`src/rtl/piso_pkg.sv`:
```
// Shared types and helpers for the parallel-in/serial-out serializer.
// Pure declarations, no logic; no latency.
// No flow control; imported by the interface, counter and top.
package piso_pkg;

  typedef enum logic {
    IDLE  = 1'b0,
    SHIFT = 1'b1
  } piso_state_t;

  // Bits needed to hold an index 0..n-1; never less than one bit.
  function automatic int cnt_width(input int n);
    return (n <= 2) ? 1 : $clog2(n);
  endfunction

endpackage

```
`src/rtl/piso_serializer_if.sv`:
```
// Load handshake and serial-side signals of the serializer.
// Wires only, no latency.
// Producer sees in_ready; consumer throttles with ser_en.
interface piso_serializer_if #(
  parameter int WIDTH = 16
) ();
  import piso_pkg::*;

  logic [WIDTH-1:0]            data_in;
  logic                        in_valid;
  logic                        in_ready;
  logic                        ser_en;
  logic                        ser_out;
  logic                        ser_valid;
  logic [cnt_width(WIDTH)-1:0] bit_idx;
  logic                        done;

  // Serializer side.
  modport slave (
    input  data_in, in_valid, ser_en,
    output in_ready, ser_out, ser_valid, bit_idx, done
  );

  // Producer/consumer side.
  modport master (
    output data_in, in_valid, ser_en,
    input  in_ready, ser_out, ser_valid, bit_idx, done
  );

endinterface

```
`src/rtl/piso_serializer_counter.sv`:
```
// Modulo-N counter with enable, synchronous clear and a last-value flag.
// Count updates one cycle after en; last is decoded from the register.
// No backpressure; clear has priority over enable.
module mod_counter
  import piso_pkg::*;
#(
  parameter int N = 16,
  parameter int W = cnt_width(N)
) (
  input  logic         clk,
  input  logic         rst,
  input  logic         en,
  input  logic         clr,
  output logic [W-1:0] cnt,
  output logic         last
);

  logic [W-1:0] cnt_q;
  logic [W-1:0] cnt_d;

  assign last = (cnt_q == W'(N - 1));
  assign cnt  = cnt_q;

  // Next count: clear wins, otherwise advance and wrap after N-1.
  always_comb begin
    cnt_d = cnt_q;
    if (clr) begin
      cnt_d = '0;
    end else if (en) begin
      cnt_d = last ? '0 : cnt_q + W'(1);
    end
  end

  // Count register.
  always_ff @(posedge clk or posedge rst) begin
    if (rst) begin
      cnt_q <= '0;
    end else begin
      cnt_q <= cnt_d;
    end
  end

endmodule

```
`src/rtl/piso_serializer.sv`:
```
// Parallel-in/serial-out serializer with configurable width and bit order.
// First bit appears the cycle after the load handshake; one bit per ser_en cycle.
// in_ready only in IDLE or on the consumed last bit, which allows gapless streaming.
module piso_serializer
  import piso_pkg::*;
#(
  parameter int WIDTH      = 16,
  parameter bit MSB_FIRST  = 1'b1,
  parameter bit IDLE_LEVEL = 1'b0
) (
  input logic              clk,
  input logic              rst,
  piso_serializer_if.slave bus
);

  localparam int CW = cnt_width(WIDTH);

  piso_state_t      state_q;
  piso_state_t      state_d;
  logic [WIDTH-1:0] sreg_q;
  logic [WIDTH-1:0] sreg_d;
  logic             done_q;
  logic             done_d;

  logic [CW-1:0]    cnt;
  logic             cnt_last;
  logic             advance;
  logic             last_taken;
  logic             load;

  // A bit is consumed only while shifting with the consumer enabled.
  assign advance    = (state_q == SHIFT) && bus.ser_en;
  assign last_taken = advance && cnt_last;
  assign load       = bus.in_valid && bus.in_ready;

  // Bit position within the word; cleared on every load.
  mod_counter #(
    .N (WIDTH),
    .W (CW)
  ) u_cnt (
    .clk  (clk),
    .rst  (rst),
    .en   (advance),
    .clr  (load),
    .cnt  (cnt),
    .last (cnt_last)
  );

  // Next state, shift register contents, ready and done decode.
  always_comb begin
    state_d      = state_q;
    sreg_d       = sreg_q;
    done_d       = last_taken;
    bus.in_ready = 1'b0;
    case (state_q)
      IDLE: begin
        bus.in_ready = 1'b1;
        if (bus.in_valid) begin
          state_d = SHIFT;
        end
      end
      SHIFT: begin
        bus.in_ready = last_taken;
        if (last_taken && !bus.in_valid) begin
          state_d = IDLE;
        end
      end
      default: begin
        state_d = IDLE;
      end
    endcase
    if (load) begin
      sreg_d = bus.data_in;
    end else if (advance) begin
      sreg_d = MSB_FIRST ? {sreg_q[WIDTH-2:0], 1'b0} : {1'b0, sreg_q[WIDTH-1:1]};
    end
  end

  // State, data and done registers; reset discards any partial word.
  always_ff @(posedge clk or posedge rst) begin
    if (rst) begin
      state_q <= IDLE;
      sreg_q  <= '0;
      done_q  <= 1'b0;
    end else begin
      state_q <= state_d;
      sreg_q  <= sreg_d;
      done_q  <= done_d;
    end
  end

  // Serial outputs decoded from registers only.
  always_comb begin
    bus.ser_valid = (state_q == SHIFT);
    bus.ser_out   = IDLE_LEVEL;
    if (state_q == SHIFT) begin
      bus.ser_out = MSB_FIRST ? sreg_q[WIDTH-1] : sreg_q[0];
    end
    bus.bit_idx = cnt;
    bus.done    = done_q;
  end

endmodule

```
`src/flat_wrapper.sv`:
```
// flat-port wrapper written by rule: the top's interface ports become plain ports
module piso_serializer_flat import piso_pkg::*;
#(
  parameter int WIDTH      = 16,
  parameter bit MSB_FIRST  = 1'b1,
  parameter bit IDLE_LEVEL = 1'b0
)
  (clk, rst, bus_data_in, bus_in_valid, bus_ser_en, bus_in_ready, bus_ser_out, bus_ser_valid, bus_bit_idx, bus_done);
  piso_serializer_if #(.WIDTH(WIDTH)) bus_i ();
  input logic clk;
  input logic rst;
  input wire logic [$bits(bus_i.data_in)-1:0] bus_data_in;
  input wire logic [$bits(bus_i.in_valid)-1:0] bus_in_valid;
  input wire logic [$bits(bus_i.ser_en)-1:0] bus_ser_en;
  output wire logic [$bits(bus_i.in_ready)-1:0] bus_in_ready;
  output wire logic [$bits(bus_i.ser_out)-1:0] bus_ser_out;
  output wire logic [$bits(bus_i.ser_valid)-1:0] bus_ser_valid;
  output wire logic [$bits(bus_i.bit_idx)-1:0] bus_bit_idx;
  output wire logic [$bits(bus_i.done)-1:0] bus_done;
  assign bus_i.data_in = bus_data_in;
  assign bus_i.in_valid = bus_in_valid;
  assign bus_i.ser_en = bus_ser_en;
  assign bus_in_ready = bus_i.in_ready;
  assign bus_ser_out = bus_i.ser_out;
  assign bus_ser_valid = bus_i.ser_valid;
  assign bus_bit_idx = bus_i.bit_idx;
  assign bus_done = bus_i.done;
  piso_serializer #(.WIDTH(WIDTH), .MSB_FIRST(MSB_FIRST), .IDLE_LEVEL(IDLE_LEVEL)) u_core (.clk(clk), .rst(rst), .bus(bus_i));
endmodule
```
`config.mk`:
```
export PLATFORM = sky130hd
export DESIGN_NAME = piso_serializer_flat
export DESIGN_NICKNAME = d
export VERILOG_FILES = /design/src/rtl/piso_pkg.sv /design/src/rtl/piso_serializer_if.sv /design/src/rtl/piso_serializer_counter.sv /design/src/rtl/piso_serializer.sv /design/src/flat_wrapper.sv
export SDC_FILE = /design/constraint.sdc
export NUM_CORES = 1
export LEC_CHECK = 0
export ABC_AREA = 0
export BUFFER_PORTS_ARGS = -buffer_cell sky130_fd_sc_hd__buf_4
export CAP_MARGIN = 20
export CELL_PAD_IN_SITES_DETAIL_PLACEMENT = 1
export CELL_PAD_IN_SITES_GLOBAL_PLACEMENT = 1
export CORE_ASPECT_RATIO = 1.1
export CORE_MARGIN = 5
export CORE_UTILIZATION = 40
export CTS_CLUSTER_SIZE = 30
export DETAILED_ROUTE_END_ITERATION = 10
export GPL_TIMING_DRIVEN = 0
export PLACE_DENSITY = 0.87
export RECOVER_POWER = 25
export SETUP_SLACK_MARGIN = 0.3
export SYNTH_ARGS = -nofsm -noshare
export SYNTH_HDL_FRONTEND = slang
export SYNTH_SLANG_ARGS = --single-unit
```
`constraint.sdc`:
```
create_clock -name clk -period 1.95 [get_ports clk]
set_input_delay 0.195 -clock clk [delete_from_list [all_inputs] [get_ports clk]]
set_output_delay 0.195 -clock clk [all_outputs]
set_load 0.05 [all_outputs]
```
Yosys cells after proc, flatten, opt, wreduce, memory -nomap -nowiden

Index checks and enable logic that the tools add are counted.

Flip-flop bits (word level): 22
Bits in latches: 0
Bits in writable memories: 0
Memory bits (read-only): 0
Input bits: 20
Output and inout bits: 8
Logic and storage cells: 23
Memories kept: 0

$add $sub $neg: 1
$mul: 0
Divide/modulo/power cells: 0
Magnitude comparators: 0
Equality and inequality tests: 1
Shifts and indexed selects: 0
Multiplexer cells: 10
Bitwise logic cells: 1
Reductions and logical operators: 6

Operators by type and width:

| operator            | number |
|---|---|
| $mux 16             | 2 |
| $mux 4              | 3 |
| $add 4x1->4 const B | 1 |
| $eq 4x4->1 const B  | 1 |
| $logic_and 1x1->1   | 4 |
| $pmux 1 s2          | 2 |
| $mux 1              | 3 |
| $reduce_bool 2->1   | 1 |
| $logic_not 1->1     | 1 |
| $not 1->1           | 1 |

Longest topological paths before layout

Gate-level depths: netlist of the first run.

Depth in word-level cells: 5
Mapped depth: 5
Mapped depth without buffers: 4

Modules after synthesis

A second synthesis of the first run with hierarchy kept.

Cells, all modules: 102
Area total of the unflattened synthesis: 1098.6 um^2

By module, submodules not included:

| module          | instances | cells each | area an instance (um^2) | sequential area each (um^2) |
|---|---|---|---|---|
| piso_serializer | 1         | 81         | 888.4                   | 450.4 |
| mod_counter     | 1         | 21         | 210.2                   | 100.1 |

Worst setup path before layout of the first run

Ideal clock, no wire load.

Kind: flip-flop to flip-flop
From: register u_core.u_cnt.cnt_q[1], in the netlist u_core.u_cnt.cnt[1]
To: register u_core.state_q, in the netlist u_core.bus.ser_valid
Setup time: 0.139 ns
Arrival: 1.675 ns
Data required time: 1.811 ns
Path slack: 0.136 ns
Cell stages (with the launch flop): 5
Buffers on the path: 0
Period minus slack after synthesis: 1.814 ns
Path through: dfrtp_1 ha_1 nand4_2 nand2_1 nand2b_1

Longest elaborated chain between the ends: 5

Ends and longest elaborated chain:

| element                | line                          | source |
|---|---|---|
| start, declared        | piso_serializer_counter.sv:18 | `logic [W-1:0] cnt_q;` |
| start signal, assigned | piso_serializer_counter.sv:39 | `cnt_q <= cnt_d;` |
| $eq 4x4->1             | piso_serializer_counter.sv:21 | `assign last = (cnt_q == W'(N - 1));` |
| $logic_and 1x1->1      | piso_serializer.sv:33         | `assign last_taken = advance && cnt_last;` |
| $logic_and 1x1->1      | piso_serializer.sv:64         | `if (last_taken && !bus.in_valid) begin` |
| $mux 1                 | piso_serializer.sv:64         |  |
| $pmux 1 s2             | piso_serializer.sv:55         | `case (state_q)` |
| via u_core.state_d     | piso_serializer.sv:19         | `piso_state_t state_d;` |
| end signal, assigned   | piso_serializer.sv:86         | `state_q <= state_d;` |
| end, declared          | piso_serializer.sv:18         | `piso_state_t state_q;` |

The timed path passes the listed nets, and every way through them passes these cells.
A chain may end at the register's enable or synchronous reset.

Worst setup path after layout of the first run

From: register u_core.u_cnt.cnt_q[0], in the netlist u_core.u_cnt.cnt[0]
To: output bus_in_ready

Longest elaborated chain between the ends: 3

Ends and longest elaborated chain:

| element           | line                          | source |
|---|---|---|
| $eq 4x4->1        | piso_serializer_counter.sv:21 |  |
| $logic_and 1x1->1 | piso_serializer.sv:33         |  |
| $pmux 1 s2        | piso_serializer.sv:55         |  |
| end, declared     | flat_wrapper.sv:15            | `output wire logic [$bits(bus_i.in_ready)-1:0] bus_in_ready;` |

Every way passes these cells.

==> results.cfg, run 1 <==
[cts]
cts_max_level = 1
ctsHoldBuffers = 0
tritoncts_clock_tree = built
inserted_clock_buffers = 3
ctsLongestPathBuffers = 2
clockRootBuffer = clkbuf_4
clock_input_transition_at_the_sequential_cells_of_the_worst_setup_and_hold_paths_ns = 0.14
clk-insertion-delay-late_ns = 0.32
tritoncts_num_sinks = 22

[sta]
rsz0062_at_grt = false
maxClockFrequency_mhz = 639
worst_slew_pin_slew_ns = 0.831
final_max_slew_viol_count = 0
period_minus_slack_ns = 1.57
setup-violations-final = 0
post_route_clock_period_utilization_pct = 80.3
report.final.hold_viol_count = 0
setup_tns_ns = 0
final.setup_skew_ns = 0.0142
slew_headroom_pct = 44.5

[die]
chipHeight_um = 64.3
total_i_o_pin_count = 28
core_um2 = 2540
die_area_um2 = 3810
chipWidth_um = 59.3
initial_utilization_pct = 42.1
row_count = 19

[grt]
first_global_vias = 916
antenna_found_initial = 0
grt_start_max_net_pins = 23
global_route_wire_length_before_repair_um = 4470
groute.usage.overall_pct = 15.0
grt.overflow.total = 0

[worst_setup_path]
worst-path-buf-inv = 1
cp_slowest_stage_delay_ns = 0.44
critical_path.top_delay_family = flip-flops
max_fanout_on_critical_path = 5
data_arrival_at_the_endpoint_of_the_critical_path_ns = 1.37
timing.reg2reg.setup_slack_ns = 0.44
critical_path_cell_by_cell = ha_4 > nand4_2 > nand2_2 > buf_6
path_class = register to primary output
crit_path_top_delay_cell = dfrtp_2
worstSetupStartpointType = register
critical_path_required_ns = 1.75
cp-end-kind = primary output

[yosys]
synth.distinct_cells = 24
synth_nets = 109
netlist_area_um2 = 1070
synth.ff_latch_count = 22
seq_area_frac_synth_pct = 51.4
ys.warnings.count = 0
syn_inst = 88
mean_post_synth_cell_area_um2 = 12.2

[routing]
ant_nets = 0
drt_via_density = 5.59
detail_route.iter0.violations = 19
drt-pass1-iter-count = 4
drt-wirelength-per-cell_um = 17.7
drc = 0
routed-via-count = 849
totalWireLength_um = 2690

[finish]
nets = 143
fin_area_um2 = 1400
fillers = 278
layout.cells.most_common = buf_4
finalNonFillerCells = 152
layout_common_cells = buf_4, dfrtp_1, a221o_1
area_growth_pct = 30.8
drive_gt1_share_pct = 39.7
n_antenna_cell = 0

[power]
vdd.ir_drop.worst_mv = 0.770
power.density_nw_per_um2 = 1290
p_leak_nw = 0.680

[place]
gpl_wtd_cong = 0.745
dpl.hpwl_um = 1890
numPortBuffers = 27
dp.cells = 146
dpl-instance-area_um2 = 1320

[status]
status = finished clean

[run]
max-cap-violations = 0

[worst_hold_path]
hold_class = input port to async pin
registers in the layout (all words and copies together) (netlist names):
signal                cells
u_core.u_cnt.cnt          4
u_core.sreg_q            16
u_core.bus.done           1
u_core.bus.ser_valid      1
worst paths after layout:
kind | cells past startpoint | endpoint | startpoint
max | 4 | bus_in_ready | u_core.u_cnt.cnt[0]
min | 2 | u_core.sreg_q[11] | rst
max reg2reg | 5 | u_core.sreg_q[12] | u_core.u_cnt.cnt[0]
min reg2reg | 1 | u_core.sreg_q[3] | u_core.sreg_q[2]
max in group asynchronous | 2 | u_core.u_cnt.cnt[1] | rst
min in group clk | 2 | u_core.sreg_q[11] | bus_data_in[11]
metal layers:
layer / vias to the layer above / share of wire (%) / GRT usage (%)
met5: - / 0 / 0
li1: 399 / - / -
met4: 0 / 0.82 / 3.40
met1: 429 / 44 / 19.5
met2: 17 / 51 / 25.8
met3: 4 / 4.0 / 2.41
cell type report:
class | instances | area (um^2) | area share [%]
flip-flops and latches | 22 | 553 | 39.5
multi-input cells | 59 | 479 | 34.2
repair buffers | 29 | 221 | 15.8
plain buffers | 4 | 45.0 | 3.21
well taps | 31 | 38.8 | 2.77
clock inverters | 1 | 30.0 | 2.14
clock buffers | 3 | 22.5 | 1.61
inverters | 3 | 11.3 | 0.804
Yosys cell counts:
cell type,number,share of area (%)
a21boi_4,1,1.8
a21oi_1,4,1.9
a221o_1,15,14
a22o_1,2,1.6
a31oi_1,1,0.58
a41oi_2,1,1.5
and2_0,7,4.1
and2_1,9,5.3
and2b_2,1,0.82
and3_2,1,0.70
buf_6,4,4.2
dfrtp_1,22,51
ha_1,1,1.2
inv_1,3,1.1
mux2i_4,1,2.1
nand2_1,3,1.1
nand2_2,1,0.58
nand2b_1,1,0.58
nand3_1,2,0.93
nand4_2,1,1.2
nor2_1,3,1.1
o22ai_1,2,1.2
o31ai_1,1,0.70
or3_1,1,0.58
power by group:
part	total [mW]	internal [mW]	switching [mW]
registers	0.729	0.607	0.122
clock network	0.360	0.208	0.152
logic	0.717	0.323	0.394
total	1.81	1.14	0.668
per-stage QoR:
step	setup slack (ns)	power [mW]	hold WS, ns	utilization [%]
3_3_place_gp	0.345	1.36	0.402	51.8
2_1_floorplan	0.303	1.18	0.184	-
4_1_cts	0.302	1.79	0.0518	54.4
6_report	0.384	1.81	0.0240	55.1
5_1_grt	0.316	1.90	0.0781	55.1
3_5_place_dp	0.298	1.40	0.416	51.8
kinds of logic (layout without fill, tap and decap cells):
kind of cell	Yosys count	after routing	synth area share, %
buf+inv	7	40	5.26
fa+ha+maj	1	1	1.17
compound gates	27	27	23.2
mux	1	1	2.10
flops	22	22	51.4
simple gates	30	30	16.8
repair_timing:
action	4_1_cts	5_1_grt
gates resized for setup	2	1
endpoints found under the hold margin	0	0
cloned	0	0
buffers inserted	0	2
endpoints found under the setup margin	12	1
No activity file was read; power rests on OpenSTA's default activity.
==> run 2: changes to the inputs <==
Clock period 1.95 ns to 1.55 ns, I/O delays scaled along.
==> run 2 against run 1 <==
Highest routed layer unchanged; wire length up 36%; register-to-register slack lost 0.35 ns; combinational power increased by 62%; design area up 19%; clock-buffer cell count stayed put; critical path depth increased by 1; final cell count is 12% higher; flip-flop and latch count stayed put; the flow now finishes with violations (negative hold slack); sequential power rose by 33%; largest cell class is now multi-input gates; worst setup slack worse by 0.30 ns.
==> results.cfg, run 2 (synthesis gave the netlist of run 1 again) <==
[worst_setup_path]
crit_path_top_delay_cell = dfrtp_2
worstSetupStartpointType = register
cp_slowest_stage_delay_ns = 0.44
path_class = register to register
worstRegToRegCells = 5
critical_path_cell_by_cell = buf_8 > mux2i_4 > buf_6 > and2_0 > a221o_1
max_fanout_on_critical_path = 7
critical_path_required_ns = 1.76
cp-end-kind = register
data_arrival_at_the_endpoint_of_the_critical_path_ns = 1.67
timing.reg2reg.setup_slack_ns = 0.09

[sta]
period_minus_slack_ns = 1.46
maxClockFrequency_mhz = 683
final_max_slew_viol_count = 0
rsz0062_at_grt = true
final.setup_skew_ns = 0.00674
report.final.hold_viol_count = 13
hold_slack_ns = -0.00753
worst_slew_pin_slew_ns = 0.817
postLayoutSetupSlackWorst_ns = 0.0862
setup_tns_ns = 0
slew_headroom_pct = 45.5
setup-violations-final = 0
post_route_clock_period_utilization_pct = 94.4

[cts]
inserted_clock_buffers = 3
clockRootBuffer = clkbuf_4
clock_input_transition_at_the_sequential_cells_of_the_worst_setup_and_hold_paths_ns = 0.13
tritoncts_num_sinks = 22
ctsLongestPathBuffers = 2
cts_max_level = 1
clk-insertion-delay-late_ns = 0.31
tritoncts_clock_tree = built

[die]
chipWidth_um = 59.3
row_count = 19
total_i_o_pin_count = 28
chipHeight_um = 64.3
core_um2 = 2540
die_area_um2 = 3810
initial_utilization_pct = 42.1

[routing]
drt-pass1-iter-count = 4
drt-wirelength-per-cell_um = 21.5
drc = 0
detail_route.iter0.violations = 30
ant_nets = 0
routed-via-count = 963
drt_via_density = 5.66
totalWireLength_um = 3650

[finish]
drive_gt1_share_pct = 59.7
fillers = 267
final_util_pct = 65.3
nets = 161
n_antenna_cell = 0
fin_area_um2 = 1660
largest_register_by_flop_count = u_core.sreg_q
finalNonFillerCells = 170
area_growth_pct = 55.1
layout_common_cells = buf_4, dfrtp_1, a221o_1
largest_register_ffs = 16
layout.cells.most_common = buf_4

[grt]
groute.usage.overall_pct = 20.3
first_global_vias = 1111
grt_start_max_net_pins = 23
grt.overflow.total = 0
antenna_found_initial = 0
global_route_wire_length_before_repair_um = 5780

[run]
max-cap-violations = 0

[place]
dpl.hpwl_um = 1970
dpl_worst_slack_ns = 0.0746
numPortBuffers = 27
gpl_wtd_cong = 0.727
dpl-instance-area_um2 = 1360
dp.cells = 146

[power]
vdd.ir_drop.worst_mv = 0.896
total_power_draw_mw = 2.57
p_leak_nw = 0.801
power.density_nw_per_um2 = 1550

[status]
violations = negative hold slack
status = finished, violations left

[worst_hold_path]
hold_class = input port to async pin
## run 2: changes by cell type in the layout (fill, tap and decap cells not counted), moves of 2 or more
cell     previous run  this run
buf_6               5        12
and2_0              7         1
and2_4              0        10
buf_4              27        35
dfrtp_1            20        17
dfrtp_2             2         5
and2_1              9         4
buf_8               0         2
## run 2: final timing paths
check	start	to
setup / recovery	u_core.bus.ser_valid	u_core.sreg_q[11]
hold / removal	rst	u_core.sreg_q[7]
setup reg to reg	u_core.bus.ser_valid	u_core.sreg_q[11]
hold reg to reg	u_core.sreg_q[11]	u_core.sreg_q[12]
max in group asynchronous	rst	u_core.bus.ser_valid
min in group clk	bus_data_in[13]	u_core.sreg_q[13]
## run 2: cell type report
type	count	area (um^2)	share of cell area, %
Buffer	4	48.8	2.94
Clock buffer	3	22.5	1.36
Clock inverter	1	30.0	1.81
Inverter	3	11.3	0.678
Multi-Input combinational cell	60	567	34.1
Sequential cell	22	557	33.5
Tap cell	31	38.8	2.33
Timing Repair Buffer	46	387	23.3
## run 2: power by group
group          internal (mW)  total (mW)  switching (mW)
Combinational          0.571        1.16           0.590
Sequential             0.770       0.971           0.201
Clock                  0.261       0.442           0.180
Total                   1.60        2.57           0.971
## run 2: per-layer routing
layer | vias up | share of wire (%) | GRT usage [%]
li1 | 436 | - | -
met2 | 28 | 53 | 34.0
met3 | 12 | 3.3 | 2.41
met5 | - | 0 | 0
met1 | 487 | 41 | 26.4
met4 | 0 | 3.0 | 7.37
## run 2: timing repair
| action | 4_1_cts | 5_1_grt |
|---|---|---|
| hold buffers | 0 | 0 |
| buffers inserted | 14 | 2 |
| endpoints found under the setup margin | 20 | 24 |
| gates resized for setup | 14 | 19 |
| pin swaps | 9 | 5 |
| gates cloned | 4 | 0 |
## run 2: critical path, delay by kind of cell (launching register included)
family | cells | cell delay (ns)
flops | 1 | 0.44
buf+inv | 2 | 0.30
compound gates | 1 | 0.26
mux | 1 | 0.22
simple gates | 1 | 0.13
